### src/rtl/cpu_txn_gen.sv
// cpu_txn_gen -- CPU read/write transaction generator that drives the cache
// controller. It replays entries from a run-time-writable pattern table. A
// transaction starts on each rising edge of trig_i (step mode) or
// back-to-back (run mode). cs_o is held until rdy_i arrives, with a minimum
// length of CS_CYCLES. An optional TIMEOUT aborts a transaction and sets a
// sticky error flag.
//
// Ports:
//   clk_i        system clock; all logic is on the rising edge
//   rst_i        synchronous active-high reset
//   trig_i       step trigger (raw level, e.g. a push-button)
//   run_i        1 = free-run mode, 0 = step mode
//   rdy_i        transaction-complete strobe from the cache controller
//   pat_we_i     pattern table write enable
//   pat_waddr_i  pattern table write index
//   pat_wdata_i  pattern table entry {addr, data, wr_rd}; wr_rd=1 is a write
//   Address_o    transaction address
//   DOut_o       write data
//   wr_rd_o      1 = write, 0 = read
//   cs_o         transaction strobe
//   busy_o       high whenever the FSM is not IDLE
//   txn_cnt_o    completed-transaction count (wraps at 2^16)
//   err_o        sticky timeout flag
module cpu_txn_gen #(
   parameter int ADDR_W    = 16,
   parameter int DATA_W    = 8,
   parameter int DEPTH     = 8,
   parameter int CS_CYCLES = 4,
   parameter int TIMEOUT   = 64
) (
   input  logic                       clk_i,
   input  logic                       rst_i,
   input  logic                       trig_i,
   input  logic                       run_i,
   input  logic                       rdy_i,
   input  logic                       pat_we_i,
   input  logic [$clog2(DEPTH)-1:0]   pat_waddr_i,
   input  logic [ADDR_W+DATA_W:0]     pat_wdata_i,
   output logic [ADDR_W-1:0]          Address_o,
   output logic [DATA_W-1:0]          DOut_o,
   output logic                       wr_rd_o,
   output logic                       cs_o,
   output logic                       busy_o,
   output logic [15:0]                txn_cnt_o,
   output logic                       err_o
);

   localparam int PTR_W   = $clog2(DEPTH);
   localparam int ENT_W   = ADDR_W + DATA_W + 1;
   localparam int CYC_MAX = (TIMEOUT > CS_CYCLES) ? TIMEOUT : CS_CYCLES;
   // One spare bit so the saturating counter never aliases onto CYC_MAX.
   localparam int CYC_W   = $clog2(CYC_MAX + 1) + 1;

   localparam logic [CYC_W-1:0] CS_MIN  = CYC_W'(CS_CYCLES);
   localparam logic [CYC_W-1:0] TO_LIM  = CYC_W'(TIMEOUT);
   localparam bit               TO_EN   = (TIMEOUT != 0);

   typedef enum logic [1:0] {
      IDLE   = 2'd0,
      LOAD   = 2'd1,
      ACTIVE = 2'd2
   } state_t;

   state_t              state_q;
   logic [PTR_W-1:0]    ptr_q;
   logic [PTR_W-1:0]    ptr_d;
   logic [CYC_W-1:0]    cyc_q;
   logic [ADDR_W-1:0]   addr_q;
   logic [DATA_W-1:0]   dout_q;
   logic                wr_rd_q;
   logic [15:0]         txn_cnt_q;
   logic                err_q;
   logic                trig_r1_q;
   logic                trig_r2_q;
   logic                trig_rise;
   logic [ENT_W-1:0]    tbl_q [DEPTH];

   // DEPTH is a power of two, so the increment wraps DEPTH-1 -> 0 by itself.
   assign ptr_d     = ptr_q + 1'b1;
   assign trig_rise = trig_r1_q & ~trig_r2_q;

   // Pattern table. A write landing in the same cycle as a LOAD read of the
   // same entry is seen only by later transactions.
   always_ff @(posedge clk_i) begin
      if (rst_i) begin
         for (int i = 0; i < DEPTH; i++) begin
            tbl_q[i] <= '0;
         end
      end else if (pat_we_i) begin
         tbl_q[pat_waddr_i] <= pat_wdata_i;
      end
   end

   always_ff @(posedge clk_i) begin
      if (rst_i) begin
         state_q   <= IDLE;
         ptr_q     <= PTR_W'(DEPTH - 1);
         cyc_q     <= '0;
         addr_q    <= '0;
         dout_q    <= '0;
         wr_rd_q   <= 1'b0;
         txn_cnt_q <= '0;
         err_q     <= 1'b0;
         trig_r1_q <= 1'b0;
         trig_r2_q <= 1'b0;
      end else begin
         trig_r1_q <= trig_i;
         trig_r2_q <= trig_r1_q;
         case (state_q)
            IDLE: begin
               // A trigger edge seen outside IDLE is dropped, not queued.
               if (run_i || trig_rise) begin
                  state_q <= LOAD;
               end
            end
            LOAD: begin
               ptr_q                      <= ptr_d;
               {addr_q, dout_q, wr_rd_q}  <= tbl_q[ptr_d];
               cyc_q                      <= CYC_W'(1);
               state_q                    <= ACTIVE;
            end
            ACTIVE: begin
               // Saturate so an unbounded wait (TIMEOUT=0) cannot wrap back
               // below CS_CYCLES.
               if (cyc_q != '1) begin
                  cyc_q <= cyc_q + 1'b1;
               end
               if (cyc_q >= CS_MIN && rdy_i) begin
                  txn_cnt_q <= txn_cnt_q + 16'd1;
                  state_q   <= IDLE;
               end else if (TO_EN && cyc_q == TO_LIM && !rdy_i) begin
                  err_q   <= 1'b1;
                  state_q <= IDLE;
               end
            end
            default: state_q <= IDLE;
         endcase
      end
   end

   assign Address_o = addr_q;
   assign DOut_o    = dout_q;
   assign wr_rd_o   = wr_rd_q;
   assign cs_o      = (state_q == ACTIVE);
   assign busy_o    = (state_q != IDLE);
   assign txn_cnt_o = txn_cnt_q;
   assign err_o     = err_q;

endmodule

### config.mk
export PLATFORM = sky130hd
export DESIGN_NAME = cpu_txn_gen
export DESIGN_NICKNAME = d
export VERILOG_FILES = /design/src/rtl/cpu_txn_gen.sv
export SDC_FILE = /design/constraint.sdc
export NUM_CORES = 1
export LEC_CHECK = 0
export BUFFER_PORTS_ARGS = -buffer_cell sky130_fd_sc_hd__buf_2
export CORE_ASPECT_RATIO = 1.75
export CORE_UTILIZATION = 57
export CTS_CLUSTER_DIAMETER = 50
export DETAILED_ROUTE_END_ITERATION = 16
export GPL_ROUTABILITY_DRIVEN = 1
export PLACE_DENSITY = 0.76
export RECOVER_POWER = 100
export SLEW_MARGIN = 10
export SYNTH_ARGS = -nofsm -noshare
export SYNTH_HDL_FRONTEND = slang
export SYNTH_SLANG_ARGS = --single-unit
### constraint.sdc
create_clock -name clk_i -period 3.9 [get_ports clk_i]
set_clock_uncertainty 0.15 [all_clocks]
set_input_delay 0.195 -clock clk_i [delete_from_list [all_inputs] [get_ports clk_i]]
set_output_delay 0.195 -clock clk_i [all_outputs]
set_load 0.1 [all_outputs]
Yosys cells after proc, flatten, opt, wreduce, memory -nomap -nowiden:

Memory sizes are Yosys's and may differ from the RTL's. A register that Yosys moved wholly into a read port is not among the register bits.
Cells that the tools add are included.

* flip-flop bits (word level): 32
* memory bits (writable): 200
* input port bits: 34
* output and inout port bits: 44
* word-level logic and storage cells: 48
* memories: 1

Memories
* tbl_q: words 8, width 25, rd ports 1, clocked after memory_dff 1, write ports 8, line 76 `logic [ENT_W-1:0] tbl_q [DEPTH];`

* $add $sub $neg: 3
* order comparisons: 1
* eq/ne operators: 7
* muxes and demuxes: 14
* bitwise logic cells: 3
* reduce and logical (&&, ||, !) cells: 12

Operators by type and width (number)
* $mux 25: 1
* $reduce_or 25->1: 1
* $add 16x1->16 const B: 1
* $pmux 8 s2: 1
* $add 8x1->8 const B: 1
* $eq 8x7->1 const B: 1
* $ge 8x3->1 const B: 1
* $mux 8: 1
* $ne 8x8->1 const B: 1
* $mux 1: 6
* $mux 2: 3
* $pmux 2 s3: 1
* $reduce_and 2->1: 3
* $reduce_bool 2->1: 2
* $add 3x1->3 const B: 1
* $mux 3: 1
* $ne 3x1->1 const B: 1
* $reduce_and 3->1: 1
* $eq 2x1->1 const B: 1
* $eq 2x2->1 const B: 1
* $logic_and 1x1->1: 2
* $logic_not 2->1: 1
* $ne 2x1->1 const B: 1
* $ne 2x2->1 const B: 1
* other kinds (4): 5

Depth between registers and ports, before layout:

Gate-level depths: netlist of the first run.

* word-level depth: 5
* mapped depth: 7

Worst setup path before layout of the first run:

OpenSTA, ideal clock, no wires.

* path kind: input to register
* start point: input port rst_i
* end point: memory tbl_q[1][0] (netlist bit) (enable)
* setup time: 0.442 ns
* arrival: 2.282 ns
* data required time: 3.308 ns
* slack: 1.026 ns
* cell stages on the path: 3
* buffers on the path: 0
* cell sequence: inv_1 nand3b_1 o21ai_0

RTL lines
* start: declaration: line 32 `input logic rst_i,`
* end: declaration: line 76

==> results of run 1 <==
## flip-flops by register name (all words and copies together) (netlist names)
| register | count |
|---|---|
| Address_o | 16 |
| DOut_o | 8 |
| cyc_q | 8 |
| err_o | 1 |
| ptr_q | 3 |
| state_q | 2 |
| tbl_q | 200 |
| trig_r1_q | 1 |
| trig_r2_q | 1 |
| txn_cnt_o | 16 |
| wr_rd_o | 1 |
## critical path, stage by stage
cell      delay [ns]
clkbuf_1        0.10
inv_1           0.36
nand3_1         0.29
o21ai_0         1.28
clkbuf_2        0.74
## logic make-up (layout without fill, tap and decap cells)
family | Yosys count | count (layout)
DFF | 257 | 257
other | 0 | 2
AOI/OAI and AO/OA | 104 | 104
xor gates and xnor gates | 7 | 7
and+or+nand+nor | 317 | 317
muxes | 53 | 53
adders and majority gates | 4 | 4
buffers and inverters | 58 | 180
## worst min path at each step
| stage | start | end | cells after the start |
|---|---|---|---|
| 6_report | rst_i | txn_cnt_o[2] | 3 |
| 5_1_grt | rst_i | txn_cnt_o[0] | 3 |
| 4_1_cts | rst_i | txn_cnt_o[6] | 3 |
| 3_5_place_dp | trig_i | trig_r1_q | 2 |
| 3_3_place_gp | trig_i | trig_r1_q | 2 |
| 2_1_floorplan | trig_i | trig_r1_q | 1 |
## through the flow
| stage | setup slack [ns] | util, % | std cells | power [uW] |
|---|---|---|---|---|
| 2_1_floorplan | 1.03 | - | 800 | 3900 |
| 3_3_place_gp | 1.21 | 61.9 | 1091 | 4110 |
| 3_5_place_dp | 1.11 | 61.9 | 1091 | 4140 |
| 4_1_cts | 1.49 | 67.8 | 1163 | 6620 |
| 5_1_grt | 0.716 | 67.0 | 1165 | 6760 |
| 6_report | 0.901 | 67.0 | 1165 | 6560 |
## where the power goes
group / leakage, uW / internal, uW / switching (uW)
Combinational: 0.00160 / 301 / 600
Sequential: 0.00238 / 3120 / 68.8
Clock: 0.000407 / 1480 / 995
## area by class of cell
cell class	count	area share, %
antenna	2	0.0391
clock buffer	31	5.22
clock inverter	13	1.35
inverter	10	0.293
multi-input combinational	485	29.2
sequential	257	55.8
tap	241	2.36
timing repair buffer	126	5.66
## repair_timing
item,in CTS,in global routing
endpoints found under the hold margin,203,0
hold buffers,28,0
resized for setup,0,0
## metal layers
layer,track usage [%],up-vias,wire length (microns)
met5,0,-,0
met4,10.6,0,915
met3,4.01,69,1810
met2,49.5,291,14300
met1,31.3,3583,9260
li1,-,3172,-
## layout by cell type (no fill, tap or decap), types with 3 or more instances in the layout
master         Yosys  layout
o22ai_1           25      25
o21ai_0           36      36
o31ai_1            6       6
dfxtp_1           57      57
buf_4              1       9
mux4_2            50      50
or2_2              5       5
clkbuf_1          35      59
and2_0             0     126
nand4_1            4       4
and3_1             4       4
xnor2_1            5       5
or4_1              6       6
clkbuf_16          0      25
dlygate4sd3_1      0      28
and4_1             3       3
inv_1              9      10
nor2b_1            6       6
and2_1           203      77
or3_1              4       4
buf_2              6      32
nor2_1            46      46
nand2b_1           5       5
edfxtp_1         200     200
nand3_1            8       8
a21oi_1           17      17
nor3_1             3       3
ha_1               4       3
bufinv_16          0       4
clkinv_2           0       3
a21o_1             3       3
nand2_1           14      14
a211oi_1           4       4
==> impl_metrics.tcl, run 1 <==
set metrics [dict create \
    worstSetupPathType "input pin to register" \
    synth-xor-area-share_pct 0.550 \
    synthDistinctLibCells 50 \
    synth_most_common_cell "and2_1" \
    initial_core_util_pct 58.3 \
    remaining_drc_errors 0 \
    synth_compound_area_share_pct 5.66 \
    die-height_microns 187 \
    synth_edf_count 200 \
    synth_flop_cell "edfxtp_1" \
    setup_viol 0 \
    synthMuxAreaShare_pct 10.4 \
    cts_tree "built" \
    clockRootBuffer "clkbuf_16" \
    overflow 0 \
    synth_top_family_by_area "simple AND/OR/NAND/NOR gates" \
    synth_top_area_cell "edfxtp_1" \
    finalCritPeriodShare_pct 76.9 \
    syn_avg_cell_area_sq_um 13.9 \
    slew_headroom_pct -37.7 \
    syn2layout_area_growth_pct 14.9 \
    nNetsFinal 942 \
    synth.area.top_cells "edfxtp_1, and2_1, dfxtp_1, mux4_2, o21ai_0" \
    end_kind "register" \
    drt_iter0_markers 766 \
    hold_viol 0 \
    drive_above_1_share_pct 15.3 \
    reg2reg_from "cyc_q[3]" \
    portBuffers 77 \
    r2r_end "txn_cnt_o[12]" \
    globalplace.congestion 0.840 \
    synthTopCellsByCount "and2_1, edfxtp_1, dfxtp_1" \
    clock_path_buffers 3 \
    rrSetupSlack_ns 1.05 \
    crit_path_start "rst_i" \
    final.setup.tns_ns 0 \
    fillers 1389 \
    io_pins 78 \
    antenna_left 0 \
    via_per_inst 6.11 \
    power_density_nw_per_um2 513 \
    vias 7115 \
    fin_hold_ws_ns 0.0409 \
    multi_input_area_sq_um 3740 \
    clk_latency_ns 0.52 \
    wl_microns 26200 \
    cts_num_sinks 257 \
    syn-num-nets 838 \
    design_area_sq_um 12800 \
    status "complete, but fails checks" \
    fmax_mhz 333 \
    grt_pass1_vias 7355 \
    finalMaxSlewViolations 49 \
    ys_seq_area_share_pct 64.1 \
    register_area_sq_um 7150 \
    worstMarginPinSlew_ns 2.04 \
    crit_required_ns 3.89 \
    period_needed_ns 3.00 \
    avgRoutedWirePerCell_microns 22.5 \
    power_leakage_uw 0.00439 \
    async_reset_ff_share_pct 0 \
    clk_pin_slew_ns 0.06 \
    post-cts-setup-buffers 0 \
    hold_path.class "input pin to register" \
    crit_arrival_ns 2.99 \
    drv_cap 4 \
    synth.ff_latch_count 257 \
    crit_end "tbl_q[7][15]" \
    core-area_sq_um 19100 \
    grt_setup_unrepaired "false" \
    synthAdderAreaFrac_pct 0.449 \
    dpl.hpwl_microns 15800 \
    antenna_found_initial 2 \
    worst-path-max-fanout 18 \
    violations "max-capacitance violations, max-slew violations" \
    yosysTopAreaCellShare_pct 53.9 \
    grt_use_total_pct 27.1 \
    place_area_sq_um 11800 \
    htree_levels 1 \
    cts_buffers 24 \
    rows 67 \
    grt_pass1_wl_microns 40300 \
    reg2regPathDepth 4 \
    yosys.area_share.simple_pct 16.7 \
    syn-cell-area_sq_um 11100 \
    fp.dieArea_sq_um 20100 \
    yosys_warnings 0 \
    peakVddDrop_mv 0.400 \
    startpoint_type "input pin" \
    firstDrtPassIters 6 \
    die_w_microns 108 \
    grt_max_degree 52 \
    synthCells 800 \
]
Note: power is estimated with default switching activity, not from simulation.
==> inputs of run 2 (changes only) <==
--- a/config.mk
+++ b/config.mk
@@ -5,6 +5,7 @@
 export SDC_FILE = /design/constraint.sdc
 export NUM_CORES = 1
 export LEC_CHECK = 0
+export ABC_AREA = 1
 export BUFFER_PORTS_ARGS = -buffer_cell sky130_fd_sc_hd__buf_2
 export CORE_ASPECT_RATIO = 1.75
 export CORE_UTILIZATION = 57
==> constraint.sdc (replaced) <==
create_clock -name clk_i -period 3.1 [get_ports clk_i]
set_clock_uncertainty 0.15 [all_clocks]
set_input_delay 0.155 -clock clk_i [delete_from_list [all_inputs] [get_ports clk_i]]
set_output_delay 0.155 -clock clk_i [all_outputs]
set_load 0.1 [all_outputs]
==> run 2 against run 1 <==
Compared with the run above: the flow now finishes without violations; sequential share of layout area down 0.44 points; sequential power increased by 26%; global-route usage rose by 1.6 points; die area rose by 1.5%; highest routed layer unchanged; area after synthesis is 1.6% higher; cell area rose by 0.80%; setup slack lost 0.55 ns; first-iteration DRC count up 6.4%; combinational power up 67%.
==> impl_metrics.tcl, run 2 <==
set metrics [dict create \
    status "finished, final reports clean" \
    async_reset_ff_share_pct 0 \
    syn2layout_area_growth_pct 14.0 \
    portBuffers 77 \
    vias 8989 \
    startpoint_type "register" \
    globalplace.congestion 0.840 \
    reg2reg_from "state_q[1]" \
    synth_edf_count 200 \
    cts_tree "built" \
    syn-cell-area_sq_um 11300 \
    power_leakage_uw 0.00520 \
    setup_slack_ns 0.351 \
    die_w_microns 109 \
    cts_num_sinks 257 \
    syn_avg_cell_area_sq_um 9.11 \
    worstSetupPathType "register to register" \
    synth_most_common_cell "nor2_1" \
    io_pins 78 \
    grt_use_total_pct 28.7 \
    finalCritPeriodShare_pct 88.7 \
    grt_pass1_vias 8798 \
    place_ws_ns 0.761 \
    wl_microns 28700 \
    switching_power_uw 2430 \
    layout_commonest_cell "nor2_1" \
    synth_flop_cell "edfxtp_1" \
    clock_path_buffers 3 \
    clk_latency_ns 0.51 \
    drive_above_1_share_pct 8.22 \
    clk_pin_slew_ns 0.07 \
    hold_path.class "input pin to register" \
    post-cts-setup-buffers 0 \
    rows 67 \
    largest_register "tbl_q" \
    grt_pass1_wl_microns 44500 \
    largest_reg_flops 200 \
    crit_arrival_ns 3.00 \
    remaining_drc_errors 0 \
    avgRoutedWirePerCell_microns 17.9 \
    htree_levels 1 \
    drv_cap 0 \
    antenna_left 0 \
    antenna_found_initial 0 \
    nNetsFinal 1384 \
    hp-start "pat_waddr_i[1]" \
    yosys_warnings 0 \
    cts-resized-gates 0 \
    yosysTopAreaCellShare_pct 53.1 \
    drt_iter0_markers 815 \
    worstMarginPinSlew_ns 1.28 \
    crit_required_ns 3.35 \
    peakVddDrop_mv 0.546 \
    synthDistinctLibCells 30 \
    end_kind "register" \
    via_per_inst 5.61 \
    slew_headroom_pct 15.2 \
    finalMaxSlewViolations 0 \
    synth_top_area_cell "edfxtp_1" \
    synth.area.top_cells "edfxtp_1, nor2_1, dfxtp_1, nand2_1, o21ai_1" \
    dpl.hpwl_microns 16900 \
    setup_viol 0 \
    layout_common_cells "nor2_1, edfxtp_1, nand2_1" \
    syn-num-nets 1280 \
    power_density_nw_per_um2 649 \
    overflow 0 \
    core-area_sq_um 19300 \
    grt_setup_unrepaired "false" \
    swShare_pct 29.0 \
    final.setup.tns_ns 0 \
    synthCells 1242 \
    cts_buffers 23 \
    seqPwrFrac_pct 48.0 \
    fp.dieArea_sq_um 20400 \
    place_inst 1530 \
    p_clk_share_pct 34.2 \
    synthTopCellsByCount "nor2_1, edfxtp_1, nand2_1" \
    postCtsHoldBufs 32 \
    firstDrtPassIters 7 \
    postLayoutCoreUtil_pct 66.9 \
    period_needed_ns 2.75 \
    die-height_microns 188 \
    hold_viol 0 \
    intPower_uw 5950 \
    final_cells 1603 \
    crit_path_start "state_q[1]" \
    fmax_mhz 364 \
    power_frac_comb_pct 17.9 \
    ys_seq_area_share_pct 63.2 \
    initial_core_util_pct 58.7 \
    diodes 0 \
    worst-path-max-fanout 9 \
    synth.ff_latch_count 257 \
    grt_max_degree 60 \
    clockRootBuffer "clkbuf_16" \
]
## run 2: changes by cell type in the layout (fill, tap and decap cells not counted), moves of 48 or more
cell / before / now
nand3_1: 8 / 56
nor2_1: 46 / 406
o21ai_1: 0 / 77
nand2_1: 14 / 193
and2_0: 126 / 1
inv_1: 10 / 74
and2_1: 77 / 1
mux4_2: 50 / 0
## run 2: metrics by stage
step                area [sq um]  power (uW)  hold WS, ns
finish                     12900        8370        0.192
floorplan                  11300        5190       0.0741
detailed placement         12000        5560        0.232
global placement           12000        5530        0.225
CTS                        13000        8420        0.181
global route               12900        8670        0.234
## run 2: layer usage
layer	part of all wire [%]	vias up	GRT usage [%]
met5	0	-	0
met1	36	4255	33.4
li1	-	4250	-
met2	52	399	51.1
met4	3.7	0	12.6
met3	8.4	85	4.32
## run 2: worst paths after layout
check,endpoint,slack [ns],cells after the start
worst max register to register,state_q[0],0.35,7
worst min-delay path,tbl_q[1][13],0.19,4
worst max-delay path,state_q[0],0.35,7
worst min register to register,trig_r2_q,0.29,2
## run 2: final cells by class
| type | count | area, sq um |
|---|---|---|
| flip-flops and latches | 257 | 7150 |
| fillers | 1599 | 6380 |
| multi-input cells | 837 | 3510 |
| repair buffers | 144 | 880 |
| clock buffers | 26 | 597 |
| inverters | 83 | 312 |
| well taps | 241 | 302 |
| clock inverters | 15 | 151 |
## run 2: critical path, stage by stage, from the launching register on
cell	delay [ns]
dfxtp_1	0.33
inv_1	0.05
nor2_1	0.54
nand3_1	0.21
o211ai_1	0.13
dlygate4sd3_1	0.57
nor2_1	0.05
dlygate4sd3_1	0.60
## run 2: cells by family (layout without fill, tap and decap cells)
| group | count (synthesis) | count (layout) | synth area share, % |
|---|---|---|---|
| buffers and inverters | 148 | 268 | 5.62 |
| DFF | 257 | 257 | 63.2 |
| adders and majority gates | 4 | 4 | 0.442 |
| xor gates and xnor gates | 4 | 4 | 0.310 |
| AOI/OAI and AO/OA | 163 | 163 | 7.34 |
| and+or+nand+nor | 666 | 666 | 23.1 |
## run 2: power groups by stage
stage               Combinational (uW)  Sequential, uW  Clock [uW]
finish                            1500            4020        2860
floorplan                          804            4390           0
global route                      1620            4030        3010
detailed placement                1470            4090           0
CTS                               1520            4010        2890
global placement                  1450            4080           0
==> inputs of run 3 (changes only) <==
--- a/config.mk
+++ b/config.mk
@@ -7,12 +7,12 @@
 export LEC_CHECK = 0
 export ABC_AREA = 1
 export BUFFER_PORTS_ARGS = -buffer_cell sky130_fd_sc_hd__buf_2
+export CAP_MARGIN = 20
 export CORE_ASPECT_RATIO = 1.75
-export CORE_UTILIZATION = 57
+export CORE_UTILIZATION = 45
 export CTS_CLUSTER_DIAMETER = 50
 export DETAILED_ROUTE_END_ITERATION = 16
 export GPL_ROUTABILITY_DRIVEN = 1
-export PLACE_DENSITY = 0.76
 export RECOVER_POWER = 100
 export SLEW_MARGIN = 10
 export SYNTH_ARGS = -nofsm -noshare
==> run 3 against run 2 <==
Compared with the run above: the run now ends with max-capacitance violations, max-slew violations left; routed wire length rose by 1.4%; die area rose by 26%; sequential share of layout area fell by 0.63 points; fmax rose by 1.8%; setup slack improved by 0.048 ns; total power rose by 1.3%; sequential cell count did not move; critical path depth rose by 1; largest power group unchanged.
==> impl_metrics.tcl, run 3 (synthesis gave the netlist of run 2 again) <==
set metrics [dict create \
    grt_pass1_wl_microns 45400 \
    wl_microns 29100 \
    cts_num_sinks 257 \
    fillers 2329 \
    worstMarginPinSlew_ns 1.61 \
    power_leakage_uw 0.00520 \
    globalplace.congestion 0.771 \
    vias 8701 \
    avgRoutedWirePerCell_microns 17.3 \
    htree_levels 1 \
    antenna_left 0 \
    antenna_found_initial 0 \
    layout_commonest_cell "nor2_1" \
    setup_viol 0 \
    largest_reg_flops 200 \
    fmax_mhz 370 \
    cts_tree "built" \
    die_w_microns 122 \
    dpl.hpwl_microns 17800 \
    worst-path-max-fanout 16 \
    layout_common_cells "nor2_1, edfxtp_1, nand2_1" \
    hold_path.class "input pin to register" \
    power_uw 8480 \
    status "complete, but fails checks" \
    rows 76 \
    finalMaxSlewViolations 30 \
    die-height_microns 212 \
    via_per_inst 5.18 \
    firstDrtPassIters 4 \
    worstSetupPathType "input pin to register" \
    end_kind "register" \
    clockRootBuffer "clkbuf_16" \
    power_density_nw_per_um2 649 \
    initial_core_util_pct 46.0 \
    slew_headroom_pct -7.10 \
    nNetsFinal 1386 \
    remaining_drc_errors 0 \
    drive_above_1_share_pct 8.05 \
    grt_pass1_vias 8552 \
    final_cells 1679 \
    clock_path_buffers 3 \
    cts-resized-gates 0 \
    grt_setup_unrepaired "false" \
    grt_use_total_pct 23.4 \
    final.setup.tns_ns 0 \
    clk_pin_slew_ns 0.06 \
    drv_cap 1 \
    hold_viol 0 \
    postCtsHoldBufs 32 \
    syn2layout_area_growth_pct 15.4 \
    crit_required_ns 3.21 \
    io_pins 78 \
    drt_iter0_markers 537 \
    core-area_sq_um 24600 \
    crit_arrival_ns 2.81 \
    finalCritPeriodShare_pct 87.1 \
    violations "max-capacitance violations, max-slew violations" \
    largest_register "tbl_q" \
    peakVddDrop_mv 0.352 \
    portBuffers 77 \
    cts_buffers 25 \
    period_needed_ns 2.70 \
    grt_max_degree 46 \
    diodes 0 \
    clk_latency_ns 0.53 \
    overflow 0 \
    post-cts-setup-buffers 0 \
    startpoint_type "input pin" \
    fp.dieArea_sq_um 25800 \
    place_inst 1601 \
]
run 3: cell types whose count changed in the layout (fill, tap and decap cells not counted), sizes merged:
cell / change
buf: -1
clkbuf: +13
bufinv: -1
clkinv: -6
run 3: layout make-up:
type | count | area (sq um) | area share (%)
clock buffers | 38 | 684 | 5.24
clock inverters | 8 | 98.8 | 0.757
inverters | 83 | 312 | 2.39
multi-input cells | 837 | 3520 | 27.0
flip-flops and latches | 257 | 7150 | 54.8
well taps | 312 | 390 | 2.99
repair buffers | 144 | 898 | 6.88
run 3: per-layer routing:
metal | GRT usage, % | part of all wire, % | wire length, microns
met5 | 0 | 0 | 0
met4 | 6.39 | 1.6 | 453
met3 | 2.34 | 4.6 | 1340
met2 | 45.0 | 55 | 15900
met1 | 26.8 | 39 | 11400
run 3: worst max-delay path: stages:
cell           delay [ns]
dlygate4sd3_1        0.53
clkbuf_1             0.60
clkinv_1             0.21
nand2_1              0.17
nor2_1               0.10
nand2_1              0.40
clkbuf_2             0.54
nor2_1               0.10
run 3: power by group:
part	total, uW	internal (uW)	switching, uW
Combinational	1480	390	1090
Clock	2970	1700	1270
Sequential	4030	3930	95.4
run 3: worst paths after layout:
kind / slack [ns] / cells past startpoint / startpoint / to
worst min register to register: 0.29 / 2 / trig_r1_q / trig_r2_q
worst max register to register: 0.56 / 6 / state_q[1] / cyc_q[3]
worst min-delay path: 0.28 / 5 / pat_waddr_i[0] / tbl_q[7][13]
worst max-delay path: 0.40 / 8 / rst_i / tbl_q[2][1]
run 3: stage by stage:
stage	hold WS (ns)	cell area, sq um	worst slack, ns	util, %
floorplan	0.0741	11300	0.876	-
global placement	0.225	12100	0.775	49.1
CTS	0.172	13200	0.627	53.6
global route	0.322	13100	0.252	53.0
finish	0.285	13100	0.399	53.0
detailed placement	0.225	12100	0.771	49.1
